--- src/rtl/loadstore_pkg.sv ---
// Shared encodings and types for the load/store control unit.
package loadstore_pkg;

    localparam int ADDR_W = 5;
    localparam int XLEN   = 64;

    localparam logic [6:0] OPC_LOAD  = 7'b0000011;
    localparam logic [6:0] OPC_STORE = 7'b0100011;
    localparam logic [2:0] F3_D      = 3'b011;

    typedef enum logic [1:0] {
        IDLE = 2'd0,
        DEC  = 2'd1,
        MEM  = 2'd2,
        WB   = 2'd3
    } state_e;

endpackage

--- src/rtl/loadstore_decode.sv ---
// Combinational field decoder for LD/SD instruction words.
// The datapath reaches only 32 words, so any immediate with bits above 4 set
// is rejected as illegal.
module loadstore_decode
    import loadstore_pkg::*;
(
    input  logic [31:0]       instr,
    output logic              is_ld,
    output logic              is_sd,
    output logic              illegal,
    output logic [ADDR_W-1:0] ra,
    output logic [ADDR_W-1:0] rb,
    output logic [ADDR_W-1:0] rw,
    output logic [ADDR_W-1:0] offset
);

    logic [6:0] opcode_s;
    logic [2:0] funct3_s;
    logic       imm_hi_zero_s;

    assign opcode_s      = instr[6:0];
    assign funct3_s      = instr[14:12];
    // imm[11:5] sits in instr[31:25] for both the I and S formats
    assign imm_hi_zero_s = (instr[31:25] == 7'b0000000);

    // Classify the word and extract register/offset fields per format
    always_comb begin
        is_ld   = 1'b0;
        is_sd   = 1'b0;
        ra      = {ADDR_W{1'b0}};
        rb      = {ADDR_W{1'b0}};
        rw      = {ADDR_W{1'b0}};
        offset  = {ADDR_W{1'b0}};
        case (opcode_s)
            OPC_LOAD: begin
                is_ld  = (funct3_s == F3_D) && imm_hi_zero_s;
                rw     = instr[11:7];
                rb     = instr[19:15];
                offset = instr[24:20];
            end
            OPC_STORE: begin
                is_sd  = (funct3_s == F3_D) && imm_hi_zero_s;
                ra     = instr[24:20];
                rb     = instr[19:15];
                offset = instr[11:7];
            end
            default: begin
                is_ld = 1'b0;
                is_sd = 1'b0;
            end
        endcase
        illegal = ~(is_ld | is_sd);
    end

endmodule

--- src/rtl/loadstore_ctrl.sv ---
// Multi-cycle LD/SD sequencer driving register-bank addresses, memory offset
// and write enables. All datapath-facing outputs come straight from flops;
// the next-state logic computes the value each output takes in the next state.
module loadstore_ctrl
    import loadstore_pkg::*;
#(
    parameter int CNT_W = 16
) (
    input  logic              clk,
    input  logic              rst_n,
    input  logic              instr_valid,
    input  logic [31:0]       instr,
    output logic              instr_ready,
    output logic [ADDR_W-1:0] Ra,
    output logic [ADDR_W-1:0] Rb,
    output logic [ADDR_W-1:0] Rw,
    output logic              WE_reg,
    output logic              WE_mem,
    output logic [ADDR_W-1:0] OFFSET,
    output logic              done,
    output logic              err,
    output logic [CNT_W-1:0]  retired
);

    state_e            state_r,  state_nxt_s;
    logic [ADDR_W-1:0] ra_r,     ra_nxt_s;
    logic [ADDR_W-1:0] rb_r,     rb_nxt_s;
    logic [ADDR_W-1:0] rw_r,     rw_nxt_s;
    logic [ADDR_W-1:0] off_r,    off_nxt_s;
    logic              is_ld_r,  is_ld_nxt_s;
    logic              we_reg_r, we_reg_nxt_s;
    logic              we_mem_r, we_mem_nxt_s;
    logic              done_r,   done_nxt_s;
    logic              err_r,    err_nxt_s;
    logic              retire_s;
    logic [CNT_W-1:0]  retired_r;

    logic              dec_is_ld_s;
    logic              dec_is_sd_s;
    logic              dec_illegal_s;
    logic [ADDR_W-1:0] dec_ra_s;
    logic [ADDR_W-1:0] dec_rb_s;
    logic [ADDR_W-1:0] dec_rw_s;
    logic [ADDR_W-1:0] dec_off_s;

    loadstore_decode u_decode (
        .instr   (instr),
        .is_ld   (dec_is_ld_s),
        .is_sd   (dec_is_sd_s),
        .illegal (dec_illegal_s),
        .ra      (dec_ra_s),
        .rb      (dec_rb_s),
        .rw      (dec_rw_s),
        .offset  (dec_off_s)
    );

    // Next state and next registered outputs; enables and pulses default low
    always_comb begin
        state_nxt_s  = state_r;
        ra_nxt_s     = ra_r;
        rb_nxt_s     = rb_r;
        rw_nxt_s     = rw_r;
        off_nxt_s    = off_r;
        is_ld_nxt_s  = is_ld_r;
        we_reg_nxt_s = 1'b0;
        we_mem_nxt_s = 1'b0;
        done_nxt_s   = 1'b0;
        err_nxt_s    = 1'b0;
        retire_s     = 1'b0;
        case (state_r)
            IDLE: begin
                if (instr_valid) begin
                    // The instruction word is only looked at on this edge
                    state_nxt_s = DEC;
                    ra_nxt_s    = dec_ra_s;
                    rb_nxt_s    = dec_rb_s;
                    rw_nxt_s    = dec_rw_s;
                    off_nxt_s   = dec_off_s;
                    is_ld_nxt_s = dec_is_ld_s & ~dec_is_sd_s;
                    if (dec_illegal_s) begin
                        done_nxt_s = 1'b1;
                        err_nxt_s  = 1'b1;
                    end else begin
                        done_nxt_s = 1'b0;
                        err_nxt_s  = 1'b0;
                    end
                end else begin
                    state_nxt_s = IDLE;
                end
            end
            DEC: begin
                // err_r is only ever high during DEC, marking a rejected word
                if (err_r) begin
                    state_nxt_s = IDLE;
                end else if (is_ld_r) begin
                    state_nxt_s = MEM;
                end else begin
                    state_nxt_s  = MEM;
                    we_mem_nxt_s = 1'b1;
                    done_nxt_s   = 1'b1;
                    retire_s     = 1'b1;
                end
            end
            MEM: begin
                if (is_ld_r) begin
                    state_nxt_s  = WB;
                    we_reg_nxt_s = (rw_r != {ADDR_W{1'b0}});
                    done_nxt_s   = 1'b1;
                    retire_s     = 1'b1;
                end else begin
                    state_nxt_s = IDLE;
                end
            end
            WB: begin
                state_nxt_s = IDLE;
            end
            default: begin
                state_nxt_s = IDLE;
            end
        endcase
    end

    // State, output and retired-counter registers
    always_ff @(posedge clk or negedge rst_n) begin
        if (!rst_n) begin
            state_r   <= IDLE;
            ra_r      <= {ADDR_W{1'b0}};
            rb_r      <= {ADDR_W{1'b0}};
            rw_r      <= {ADDR_W{1'b0}};
            off_r     <= {ADDR_W{1'b0}};
            is_ld_r   <= 1'b0;
            we_reg_r  <= 1'b0;
            we_mem_r  <= 1'b0;
            done_r    <= 1'b0;
            err_r     <= 1'b0;
            retired_r <= {CNT_W{1'b0}};
        end else begin
            state_r   <= state_nxt_s;
            ra_r      <= ra_nxt_s;
            rb_r      <= rb_nxt_s;
            rw_r      <= rw_nxt_s;
            off_r     <= off_nxt_s;
            is_ld_r   <= is_ld_nxt_s;
            we_reg_r  <= we_reg_nxt_s;
            we_mem_r  <= we_mem_nxt_s;
            done_r    <= done_nxt_s;
            err_r     <= err_nxt_s;
            if (retire_s) begin
                retired_r <= retired_r + {{(CNT_W-1){1'b0}}, 1'b1};
            end else begin
                retired_r <= retired_r;
            end
        end
    end

    // Ready is a pure decode of the state flop, held low while in reset
    assign instr_ready = rst_n & (state_r == IDLE);
    assign Ra          = ra_r;
    assign Rb          = rb_r;
    assign Rw          = rw_r;
    assign OFFSET      = off_r;
    assign WE_reg      = we_reg_r;
    assign WE_mem      = we_mem_r;
    assign done        = done_r;
    assign err         = err_r;
    assign retired     = retired_r;

endmodule

--- config.mk ---
export PLATFORM = sky130hd
export DESIGN_NAME = loadstore_ctrl
export DESIGN_NICKNAME = d
export VERILOG_FILES = /design/src/rtl/loadstore_pkg.sv /design/src/rtl/loadstore_decode.sv /design/src/rtl/loadstore_ctrl.sv
export SDC_FILE = /design/constraint.sdc
export NUM_CORES = 1
export LEC_CHECK = 0
export BUFFER_PORTS_ARGS = -buffer_cell sky130_fd_sc_hd__buf_2
export CORE_MARGIN = 2
export CORE_UTILIZATION = 48
export CTS_CLUSTER_DIAMETER = 200
export CTS_CLUSTER_SIZE = 40
export DETAILED_ROUTE_END_ITERATION = 6
export PLACE_DENSITY = 0.77
export RECOVER_POWER = 50
export SLEW_MARGIN = 20
export SYNTH_ARGS = -nofsm -noshare
export SYNTH_HDL_FRONTEND = slang
export SYNTH_SLANG_ARGS = --single-unit
--- constraint.sdc ---
create_clock -name clk -period 1.9 [get_ports clk]
set_clock_uncertainty 0.1 [all_clocks]
set_input_delay 0.19 -clock clk [delete_from_list [all_inputs] [get_ports clk]]
set_output_delay 0.19 -clock clk [all_outputs]
set_load 0.01 [all_outputs]
# After elaboration in Yosys (flattened, before gate mapping)
# Index checks and enable logic that the tools add are counted.
# word_totals
ff_bits,43
input_bits,35
word_cells,49
# classes
add_sub_neg,1
eq_ne,6
n_mux,21
bitwise,4
reduce_logical,6
# ops
operator,count
"adder 16 x 1 -> 16 bit, second input constant",1
two-way mux 5 bit,3
two-way mux 1 bit,12
case mux 5 bit (2 select lines),1
case mux 2 bit (4 select lines),1
"equality test 7 x 2 -> 1 bit, second input constant",1
"equality test 7 x 6 -> 1 bit, second input constant",1
logical NOT 7 bit,1
nonzero test 5 bit,1
"equality test 2 bit, second input constant",2
two-way mux 2 bit,2
"equality test 3 x 2 -> 1 bit, second input constant",1
case mux 1 bit (3 select lines),1
AND 1 bit,2
"equality test 2 x 1 -> 1 bit, second input constant",1
logical NOT 2 bit,1
case mux 1 bit (2 select lines),1
AND reduction 2 bit,1
OR reduction 2 bit,1
logical AND 1 bit,1
NOT 1 bit,1
OR 1 bit,1

# Depth between registers and ports, before layout
# Gate-level depths: netlist (run 1).
# depth
word_depth,7
depth_mapped,7

# By module
# A second synthesis (run 1) with hierarchy kept.
# unflattened
hier_cells,172
hier_area_um2,2065.7
# modules_own_cells
mod,n_inst,cells_per_inst,area_per_inst_um2,seq_area_each_um2
loadstore_ctrl,1,134,1814.2,1076.0
loadstore_decode,1,38,251.5,0.0

# Worst setup path after synthesis (run 1)
# No wires, ideal clock.
# synth_path
path_kind,reg2reg
from,register state_r[1]
to,"register retired_r[13], in the netlist retired[13]"
arrival_time_ns,1.560
required_ns,1.720
setup_slack_ns,0.160
stages_incl_launch_ff,7
path_buffers,0
period_less_slack_ns,1.740
path_cell_list,dfrtp_1 > inv_1 > ha_1 > nor3b_4 > o2111ai_2 > nor4_2 > xnor2_1
# synth_via
elab_chain_len,2
elab_cells_between_ends,3
cone_classes,eq/ne: 2; mux: 1
# synth_lines
element,line_no,text
start: declaration,loadstore_ctrl.sv:25,"state_e state_r, state_nxt_s;"
start signal: assignment,loadstore_ctrl.sv:138,state_r <= state_nxt_s;
equality test 2 bit / equality test 2 x 1 -> 1 bit (equally long branches),loadstore_ctrl.sv:70,case (state_r)
case mux 1 bit (2 select lines) (*),loadstore_ctrl.sv:70,
end signal: assignment,loadstore_ctrl.sv:136,retired_r <= {CNT_W{1'b0}};
end signal: assignment,loadstore_ctrl.sv:149,"retired_r <= retired_r + {{(CNT_W-1){1'b0}}, 1'b1};"
end signal: assignment,loadstore_ctrl.sv:151,retired_r <= retired_r;
end: declaration,loadstore_ctrl.sv:36,logic [CNT_W-1:0] retired_r;
# Mark *: on every way between the ends. The rest lies on a longest branch, timed or not.
# A chain may end at the register's enable or synchronous reset.

# Worst setup path in the final report (run 1)
# layout_path
from,register state_r[1]
to,"register retired_r[3], in the netlist retired[3]"
# The elaborated chain is that of the path after synthesis.

==> results.py, run 1 <==
metrics = {
    "outcome": {
        "status": "finished clean",
    },
    "critical_path": {
        "reg2reg_setup_slack_ps": 40,
        "critPathCaptureType": "flop",
        "crit_chain": "inv_2 -> ha_1 -> nor3b_4 -> o2111ai_4 -> buf_4 -> nor2_1 -> xor2_1",
        "cp-start-kind": "flop",
        "worstPathArrival_ps": 1970,
        "cp_slowest_cell": "dfrtp_1",
        "crit_family": "flip-flops",
        "reg2regPathDepth": 7,
        "cp.depth": 7,
        "critPathKind": "reg -> reg",
        "critical_path.max_fanout": 7,
        "crit_end": "retired[3]",
        "r2r_end": "retired[3]",
        "cp.required_ps": 2020,
        "rr_startpoint": "state_r[1]",
        "startpoint": "state_r[1]",
        "crit_buf_inv": 2,
        "cpPeakStageDelay_ps": 410,
    },
    "pwr": {
        "power_uw": 1920,
        "power.leakage_uw": 0.00128,
        "p_int_uw": 1370,
        "power_switching_uw": 554,
        "p_clk_share_pct": 28.7,
        "power_frac_comb_pct": 16.8,
        "power_density_mw_per_mm2": 759,
        "vdd_drop_max_mv": 0.422,
        "p_seq_share_pct": 54.4,
        "switching_share_pct": 28.8,
    },
    "logic_synthesis": {
        "synth_nets": 233,
        "yosysWarnings": 0,
        "synthArstFlopShare_pct": 100,
        "seq_area_frac_synth_pct": 54.4,
        "syn_area_sq_mm": 0.00198,
        "synth_flop_cell": "dfrtp_1",
        "synth_cells": 192,
        "ys_types": 30,
        "synth-seq-cells": 43,
        "synth_edf_count": 0,
        "syn_avg_cell_area_sq_um": 10.3,
    },
    "clocking": {
        "cts_buffers": 5,
        "clock_sinks": 43,
        "clk_path_buf_depth": 2,
        "cts_tree": "built",
        "clkTransAtPathRegs_ps": 80,
        "clk_latency_ps": 290,
        "cts-root-buf": "clkbuf_8",
        "h-tree-depth": 2,
    },
    "die": {
        "core_sq_mm": 0.00397,
        "fp-row-count": 23,
        "die_y_um": 68.2,
        "io_pins": 76,
        "die_x_um": 68.2,
        "initial_utilization_pct": 49.8,
        "dieArea_sq_mm": 0.00465,
    },
    "final_layout": {
        "num_antenna_cells": 0,
        "finish.instance_area_sq_mm": 0.00253,
        "synthToLayoutAreaGrowth_pct": 27.9,
        "final_common_cell": "buf_2",
        "nets": 317,
        "final_cell_mix": "buf_2, dfrtp_1, nand2_1",
        "drive_above_1_share_pct": 30.3,
        "largest_register_ffs": 16,
        "nFillCells": 337,
    },
    "drt": {
        "drc_errors": 0,
        "drtIter0Drc": 84,
        "routed_wl_um": 4110,
        "avgRoutedWirePerCell_um": 12.6,
        "drt_first_pass_iters": 4,
        "dr_total_vias": 1634,
        "viasPerCell": 5.00,
        "ant_nets": 0,
    },
    "min_path": {
        "hold_path_class": "in -> reg",
    },
    "timing": {
        "fmax_mhz": 539,
        "slew_violations": 0,
        "rsz0062_at_grt": "true",
        "relSlewSlack_pct": 30.1,
        "hold_violations": 0,
        "worst_pin_slew_ps": 1050,
        "fin_crit_sh_pct": 97.7,
        "fin_crit_ps": 1860,
        "setup_viol": 0,
    },
    "grt": {
        "grt_first_pass_wirelength_um": 6910,
        "first_global_vias": 1552,
        "grt_usage_pct": 20.0,
        "grt_overflow": 0,
        "grt_max_degree": 44,
        "antenna_found_initial": 0,
    },
    "placement": {
        "gp_congestion": 0.730,
        "dpl-instance-area_sq_mm": 0.00242,
        "hpwl_um": 3060,
        "numPortBuffers": 75,
    },
    "job": {
        "max_cap_violations": 0,
    },
}
[timing repair]
| action | CTS | global route |
|---|---|---|
| pin swaps | 0 | 3 |
| setup buffers | 1 | 2 |
| gates resized for setup | 1 | 3 |
| endpoints found under the hold margin | 43 | 0 |
| hold buffers | 1 | 0 |
| setup endpoints to repair | 3 | 7 |
[area by class of cell]
type	instances	area (sq um)	share of cell area, %
sequential	43	1080	42.5
multi-input combinational	132	852	33.6
timing repair buffer	84	420	16.6
clock buffer	5	68.8	2.72
tap	50	62.6	2.47
inverter	10	37.5	1.48
clock inverter	3	15.0	0.593
[synth_stat cells, drive strengths merged (2+ instances only)]
| cell type | count | area, sq um |
|---|---|---|
| nor3 | 7 | 35.0 |
| a21oi | 3 | 15.0 |
| nor2 | 7 | 26.3 |
| nand2 | 43 | 161 |
| dfrtp | 43 | 1080 |
| xor2 | 7 | 61.3 |
| o21ai | 18 | 90.1 |
| xnor2 | 8 | 70.1 |
| mux2i | 5 | 50.1 |
| ha | 6 | 75.1 |
| or3 | 2 | 12.5 |
| and2 | 3 | 20.0 |
| nor4 | 5 | 58.8 |
| clkbuf | 6 | 22.5 |
| nand3 | 4 | 25.0 |
| inv | 10 | 37.5 |
| o31ai | 6 | 45.0 |
[worst register-to-register path, delay by kind of cell (launching register included)]
| kind | cells | cell delay, ps |
|---|---|---|
| flip-flops | 1 | 410 |
| buffers and inverters | 2 | 280 |
| AND/OR/NAND/NOR | 2 | 410 |
| AO/OA/AOI/OAI | 1 | 260 |
| adder cells (fa/ha/maj) | 1 | 160 |
| XOR/XNOR | 1 | 170 |
[how the worst min path moves through the flow]
stage	start	to	slack (ps)	cells after the start
floorplan	rst_n	OFFSET[0]	-210	0
global placement	rst_n	done	230	2
detailed placement	rst_n	retired[0]	230	2
CTS	instr[19]	Rb[4]	20	3
global route	instr[7]	Rw[0]	30	3
finish	instr[18]	Rb[3]	30	3
[metrics by stage]
step / setup slack [ps] / TNS, ps / hold slack, ps / util [%] / instances
2_1_floorplan: 160 / 0 / -206 / - / 192
3_5_place_dp: -75.0 / -146 / 233 / 61.0 / 315
4_1_cts: 14.5 / 0 / 22.5 / 63.8 / 325
6_report: 44.5 / 0 / 27.4 / 63.8 / 327
5_1_grt: -63.6 / -135 / 31.4 / 63.8 / 327
3_3_place_gp: 69.6 / 0 / 225 / 61.0 / 315
[routing by layer]
layer	global-route usage, %	vias to the layer above	share of wire [%]	wire, um
li1	-	812	-	-
met2	34.7	59	47	1940
met1	23.7	755	44	1820
met4	7.50	0	1.5	60
met3	5.10	8	7.1	293
met5	0	-	0	0
[power by group through the flow]
stage | Sequential, uW | Combinational, uW | Clock [uW]
detailed placement | 1060 | 321 | 0
floorplan | 1070 | 144 | 0
global route | 1060 | 371 | 615
finish | 1050 | 323 | 553
global placement | 1060 | 311 | 0
CTS | 1050 | 332 | 569
[cell families (layout without fill, tap and decap cells)]
group	count (synthesis)	in the layout	synth area share [%]
AOI/OAI and AO/OA	29	29	8.98
xor gates and xnor gates	15	15	6.64
adders and majority gates	6	6	3.79
buffers and inverters	17	102	3.60
DFF	43	43	54.4
muxes	6	6	3.10
and+or+nand+nor	76	76	19.5
No activity file was read; power rests on OpenSTA's default activity.
==> run 2: changes to the inputs <==
--- a/config.mk
+++ b/config.mk
@@ -13,5 +13,4 @@
 export DETAILED_ROUTE_END_ITERATION = 6
 export PLACE_DENSITY = 0.77
-export RECOVER_POWER = 50
 export SLEW_MARGIN = 20
 export SYNTH_ARGS = -nofsm -noshare
==> constraint.sdc (replaced) <==
create_clock -name clk -period 1.9 [get_ports clk]
set_clock_uncertainty 0.1 [all_clocks]
set_input_delay 0.285 -clock clk [delete_from_list [all_inputs] [get_ports clk]]
set_output_delay 0.285 -clock clk [all_outputs]
set_load 0.01 [all_outputs]
==> run 2 against run 1 <==
Compared with the run above:
- flip-flop and latch count stayed put
- critical endpoint is now retired[13]
- hold slack better by 95 ps
- via count up 0.67%
- register-to-register slack better by 20 ps
- critical path type unchanged
- die area stayed put
- sequential power about the same
- highest routed layer unchanged
- global-route usage is 0.48 points higher
- clock-buffer cell count stayed put
==> results.py, run 2 (synthesis results as in run 1) <==
metrics = {
    "die": {
        "io_pins": 76,
        "die_y_um": 68.2,
        "initial_utilization_pct": 49.8,
        "core_sq_mm": 0.00397,
        "dieArea_sq_mm": 0.00465,
        "fp-row-count": 23,
        "die_x_um": 68.2,
    },
    "timing": {
        "fin_crit_sh_pct": 96.4,
        "relSlewSlack_pct": 63.9,
        "fmax_mhz": 546,
        "setup_tns_ps": 0,
        "worst_pin_slew_ps": 542,
        "setup_viol": 0,
        "timing.hold.ws_ps": 122,
        "fin_crit_ps": 1830,
        "hold_violations": 0,
        "slew_violations": 0,
        "rsz0062_at_grt": "true",
    },
    "drt": {
        "dr_total_vias": 1645,
        "drtIter0Drc": 98,
        "viasPerCell": 5.05,
        "drc_errors": 0,
        "ant_nets": 0,
        "drt_first_pass_iters": 4,
        "routed_wl_um": 4310,
        "avgRoutedWirePerCell_um": 13.2,
    },
    "critical_path": {
        "reg2regPathDepth": 6,
        "cp.required_ps": 2020,
        "cp_slowest_cell": "dfrtp_1",
        "critical_path.max_fanout": 7,
        "worstPathArrival_ps": 1950,
        "cp-start-kind": "flop",
        "crit_chain": "inv_2 -> ha_1 -> nor3b_4 -> o2111ai_4 -> nor4_2 -> xnor2_1",
        "cpPeakStageDelay_ps": 410,
        "reg2reg_setup_slack_ps": 70,
        "r2r_end": "retired[13]",
        "critPathKind": "reg -> reg",
        "rr_startpoint": "state_r[1]",
        "critPathCaptureType": "flop",
    },
    "clocking": {
        "h-tree-depth": 2,
        "clk_latency_ps": 290,
        "clkTransAtPathRegs_ps": 80,
        "clk_path_buf_depth": 2,
        "cts_tree": "built",
        "cts_buffers": 5,
        "cts-root-buf": "clkbuf_8",
        "clock_sinks": 43,
    },
    "final_layout": {
        "nets": 316,
        "num_antenna_cells": 0,
        "drive_above_1_share_pct": 37.3,
        "largest_register_ffs": 16,
        "final_common_cell": "buf_2",
        "layout.cells.non_filler": 326,
        "synthToLayoutAreaGrowth_pct": 29.3,
        "final_cell_mix": "buf_2, dfrtp_1, nand2_1",
    },
    "outcome": {
        "status": "finished clean",
    },
    "placement": {
        "gp_congestion": 0.736,
        "hpwl_um": 3200,
        "numPortBuffers": 75,
        "dp.cells": 315,
    },
    "grt": {
        "grt_max_degree": 44,
        "grt_first_pass_wirelength_um": 7070,
        "grt_overflow": 0,
        "grt_usage_pct": 20.5,
        "first_global_vias": 1590,
        "antenna_found_initial": 0,
    },
    "pwr": {
        "vdd_drop_max_mv": 0.362,
        "power_density_mw_per_mm2": 757,
        "power.leakage_uw": 0.00135,
    },
    "job": {
        "max_cap_violations": 0,
    },
    "min_path": {
        "min-delay-start": "instr[18]",
        "min_to": "Rb[3]",
        "hold_path_class": "in -> reg",
        "holdPathStages": 3,
    },
}
[run 2: repair_timing]
item	CTS	global route
hold buffers	1	0
buffers inserted	0	2
hold endpoints to repair	33	0
setup endpoints to repair	2	9
pin swaps	0	1
gates resized for setup	1	5
[run 2: routing by layer]
metal / global-route usage, % / vias to the layer above / wire length (um)
met5: 0 / - / 0
met4: 6.75 / 0 / 48
met3: 6.74 / 7 / 298
met2: 35.1 / 63 / 2090
met1: 24.2 / 768 / 1880
li1: - / 807 / -
[run 2: worst max-delay path: cells and delay by family (launching register included)]
| family | cells | cell delay, ps |
|---|---|---|
| AO/OA/AOI/OAI | 1 | 220 |
| flip-flops | 1 | 410 |
| adder cells (fa/ha/maj) | 1 | 160 |
| buffers and inverters | 1 | 80 |
| XOR/XNOR | 1 | 140 |
| AND/OR/NAND/NOR | 2 | 650 |
[run 2: through the flow]
step,instance area [sq um],utilization [%],power [uW],setup slack [ps]
finish,2560,64.5,1940,69.2
global route,2560,64.5,2050,-43.1
CTS,2530,63.6,1950,6.68
detailed placement,2420,61.0,1380,-12.3
global placement,2420,61.0,1370,75.1
floorplan,1980,-,1220,160
[run 2: worst max path at each step]
stage                       end  startpoint  cells after the start  slack, ps
floorplan           retired[13]  state_r[1]                      6        160
global placement    retired[13]  state_r[1]                      6         80
detailed placement  retired[15]  state_r[1]                      6        -10
CTS                 retired[15]  state_r[1]                      6          7
global route        retired[15]  state_r[1]                      6        -40
finish              retired[13]  state_r[1]                      6         70
[run 2: area by class of cell]
class / count / area (sq um)
inverters: 10 / 37.5
fillers: 345 / 1410
flip-flops and latches: 43 / 1080
well taps: 50 / 62.6
clock buffers: 5 / 68.8
multi-input cells: 132 / 862
repair buffers: 83 / 438
clock inverters: 3 / 15.0
[run 2: where the power goes]
group	switching [uW]	leakage [uW]	internal [uW]
Clock	306	0.0000477	252
Combinational	178	0.000719	152
Sequential	79.5	0.000588	971
==> run 3: changes to the inputs <==
- clock period: 1.9 -> 1.7 ns (I/O delays scaled with it)
==> run 3 against run 2 <==
Compared with the run above:
- die area is the same
- critical path depth unchanged
- final cell count is 4.3% higher
- routed wire length increased by 6.4%
- power increased by 18%
- non-clock buffer count increased by 14
- global-route usage up 0.35 points
- critical path type unchanged
- utilization is 5.6 points higher
- first-iteration DRC count grew 20%
- register-to-register slack worse by 110 ps
- the run now ends with negative setup slack left
==> results.py, run 3 (synthesis results as in run 1) <==
metrics = {
    "clocking": {
        "clk_path_buf_depth": 2,
        "clk_latency_ps": 300,
        "clkTransAtPathRegs_ps": 80,
        "cts_tree": "built",
        "cts-root-buf": "clkbuf_8",
        "clock_sinks": 43,
        "h-tree-depth": 2,
        "cts_buffers": 5,
    },
    "timing": {
        "rsz0062_at_grt": "true",
        "layout_setup_ws_ps": -42.3,
        "hold_violations": 0,
        "fin_crit_ps": 1740,
        "slew_violations": 0,
        "worst_pin_slew_ps": 544,
        "setup_viol": 5,
        "setup_tns_ps": -115,
        "fmax_mhz": 574,
        "relSlewSlack_pct": 63.8,
        "fin_crit_sh_pct": 102,
    },
    "outcome": {
        "status": "complete, but fails checks",
        "violations": "negative setup slack",
    },
    "grt": {
        "first_global_vias": 1597,
        "grt_usage_pct": 20.8,
        "antenna_found_initial": 0,
        "grt_overflow": 0,
        "grt_first_pass_wirelength_um": 7070,
        "grt_max_degree": 44,
    },
    "drt": {
        "viasPerCell": 5.01,
        "routed_wl_um": 4590,
        "drt_first_pass_iters": 6,
        "ant_nets": 0,
        "drtIter0Drc": 118,
        "avgRoutedWirePerCell_um": 13.5,
        "dr_total_vias": 1704,
        "drc_errors": 0,
    },
    "critical_path": {
        "critical_path.max_fanout": 7,
        "critPathCaptureType": "flop",
        "cp-start-kind": "flop",
        "cpPeakStageDelay_ps": 390,
        "worstPathArrival_ps": 1830,
        "cp.required_ps": 1780,
        "critPathKind": "reg -> reg",
        "cp_slowest_cell": "dfrtp_1",
        "crit_chain": "buf_4 -> ha_2 -> and2_4 -> o2111ai_4 -> nor3_2 -> xor2_1",
    },
    "final_layout": {
        "largest_register_ffs": 16,
        "drive_above_1_share_pct": 44.8,
        "fin_util_pct": 70.0,
        "final_common_cell": "buf_2",
        "nets": 330,
        "num_antenna_cells": 0,
        "synthToLayoutAreaGrowth_pct": 40.5,
        "final_cell_mix": "buf_2, nand2_1, dfrtp_1",
        "nFillCells": 310,
    },
    "pwr": {
        "power_density_mw_per_mm2": 821,
        "vdd_drop_max_mv": 0.458,
        "power.leakage_uw": 0.00145,
    },
    "die": {
        "io_pins": 76,
        "dieArea_sq_mm": 0.00465,
        "fp-row-count": 23,
        "initial_utilization_pct": 49.8,
        "die_x_um": 68.2,
        "core_sq_mm": 0.00397,
        "die_y_um": 68.2,
    },
    "placement": {
        "hpwl_um": 3240,
        "post-place-ws_ps": -164,
        "gp_congestion": 0.803,
        "numPortBuffers": 75,
    },
    "job": {
        "max_cap_violations": 0,
    },
    "min_path": {
        "hold_path_class": "in -> reg",
    },
}
-- run 3: critical path: cells and delay by family, from the launching register on --
family | cells | cell delay, ps
XOR/XNOR | 1 | 170
AO/OA/AOI/OAI | 1 | 370
adder cells (fa/ha/maj) | 1 | 170
buffers and inverters | 1 | 140
flip-flops | 1 | 390
AND/OR/NAND/NOR | 2 | 280
-- run 3: metal layers --
metal  track usage, %  vias up  part of all wire [%]
li1                 -      831                     -
met1             24.5      793                    43
met2             35.7       74                    49
met3             6.58        6                   6.6
met4             7.50        0                  0.78
met5                0        -                     0
-- run 3: final cells by class --
cell class              instances  area (sq um)  share of cell area (%)
well taps                      50          62.6                    2.25
flip-flops and latches         43          1080                    38.7
inverters                      10          37.5                    1.35
repair buffers                 97           567                    20.4
clock buffers                   7          76.3                    2.74
multi-input cells             132           956                    34.4
clock inverters                 1          5.00                   0.180
-- run 3: worst paths after layout --
path                             startpoint          end  slack (ps)  cells past startpoint
worst max-delay path             state_r[1]   retired[9]         -40                      6
worst min-delay path              instr[15]        Rb[0]          90                      3
worst max register to register   state_r[1]   retired[9]         -40                      6
worst min register to register  retired[15]  retired[15]         360                      1
max in group asynchronous             rst_n   state_r[0]         610                      3
min in group asynchronous             rst_n         done         490                      3
-- run 3: report_power, final --
group	switching, uW	internal [uW]	total [uW]	leakage (uW)
Combinational	251	245	496	0.000826
Sequential	69.7	1090	1160	0.000586
Clock	344	289	633	0.0000422
Total	665	1620	2280	0.00145
-- run 3: timing repair --
item                                   in CTS  in global routing
pin swaps                                   4                 13
setup endpoints to repair                  14                 19
resized for setup                           9                 19
endpoints found under the hold margin      43                  0
setup buffers                               5                  2
hold buffers                                1                  0
-- run 3: per-stage QoR --
step                      total power [uW]  hold WS [ps]  instance area, sq um  cells
final                                 2280          90.6                  2780    340
after global routing                  2420          78.5                  2780    340
after CTS                             2270          78.4                  2680    338
after detailed placement              1600           285                  2510    324
after global placement                1580           278                  2510    324
after floorplan                       1370          -141                  1990    192
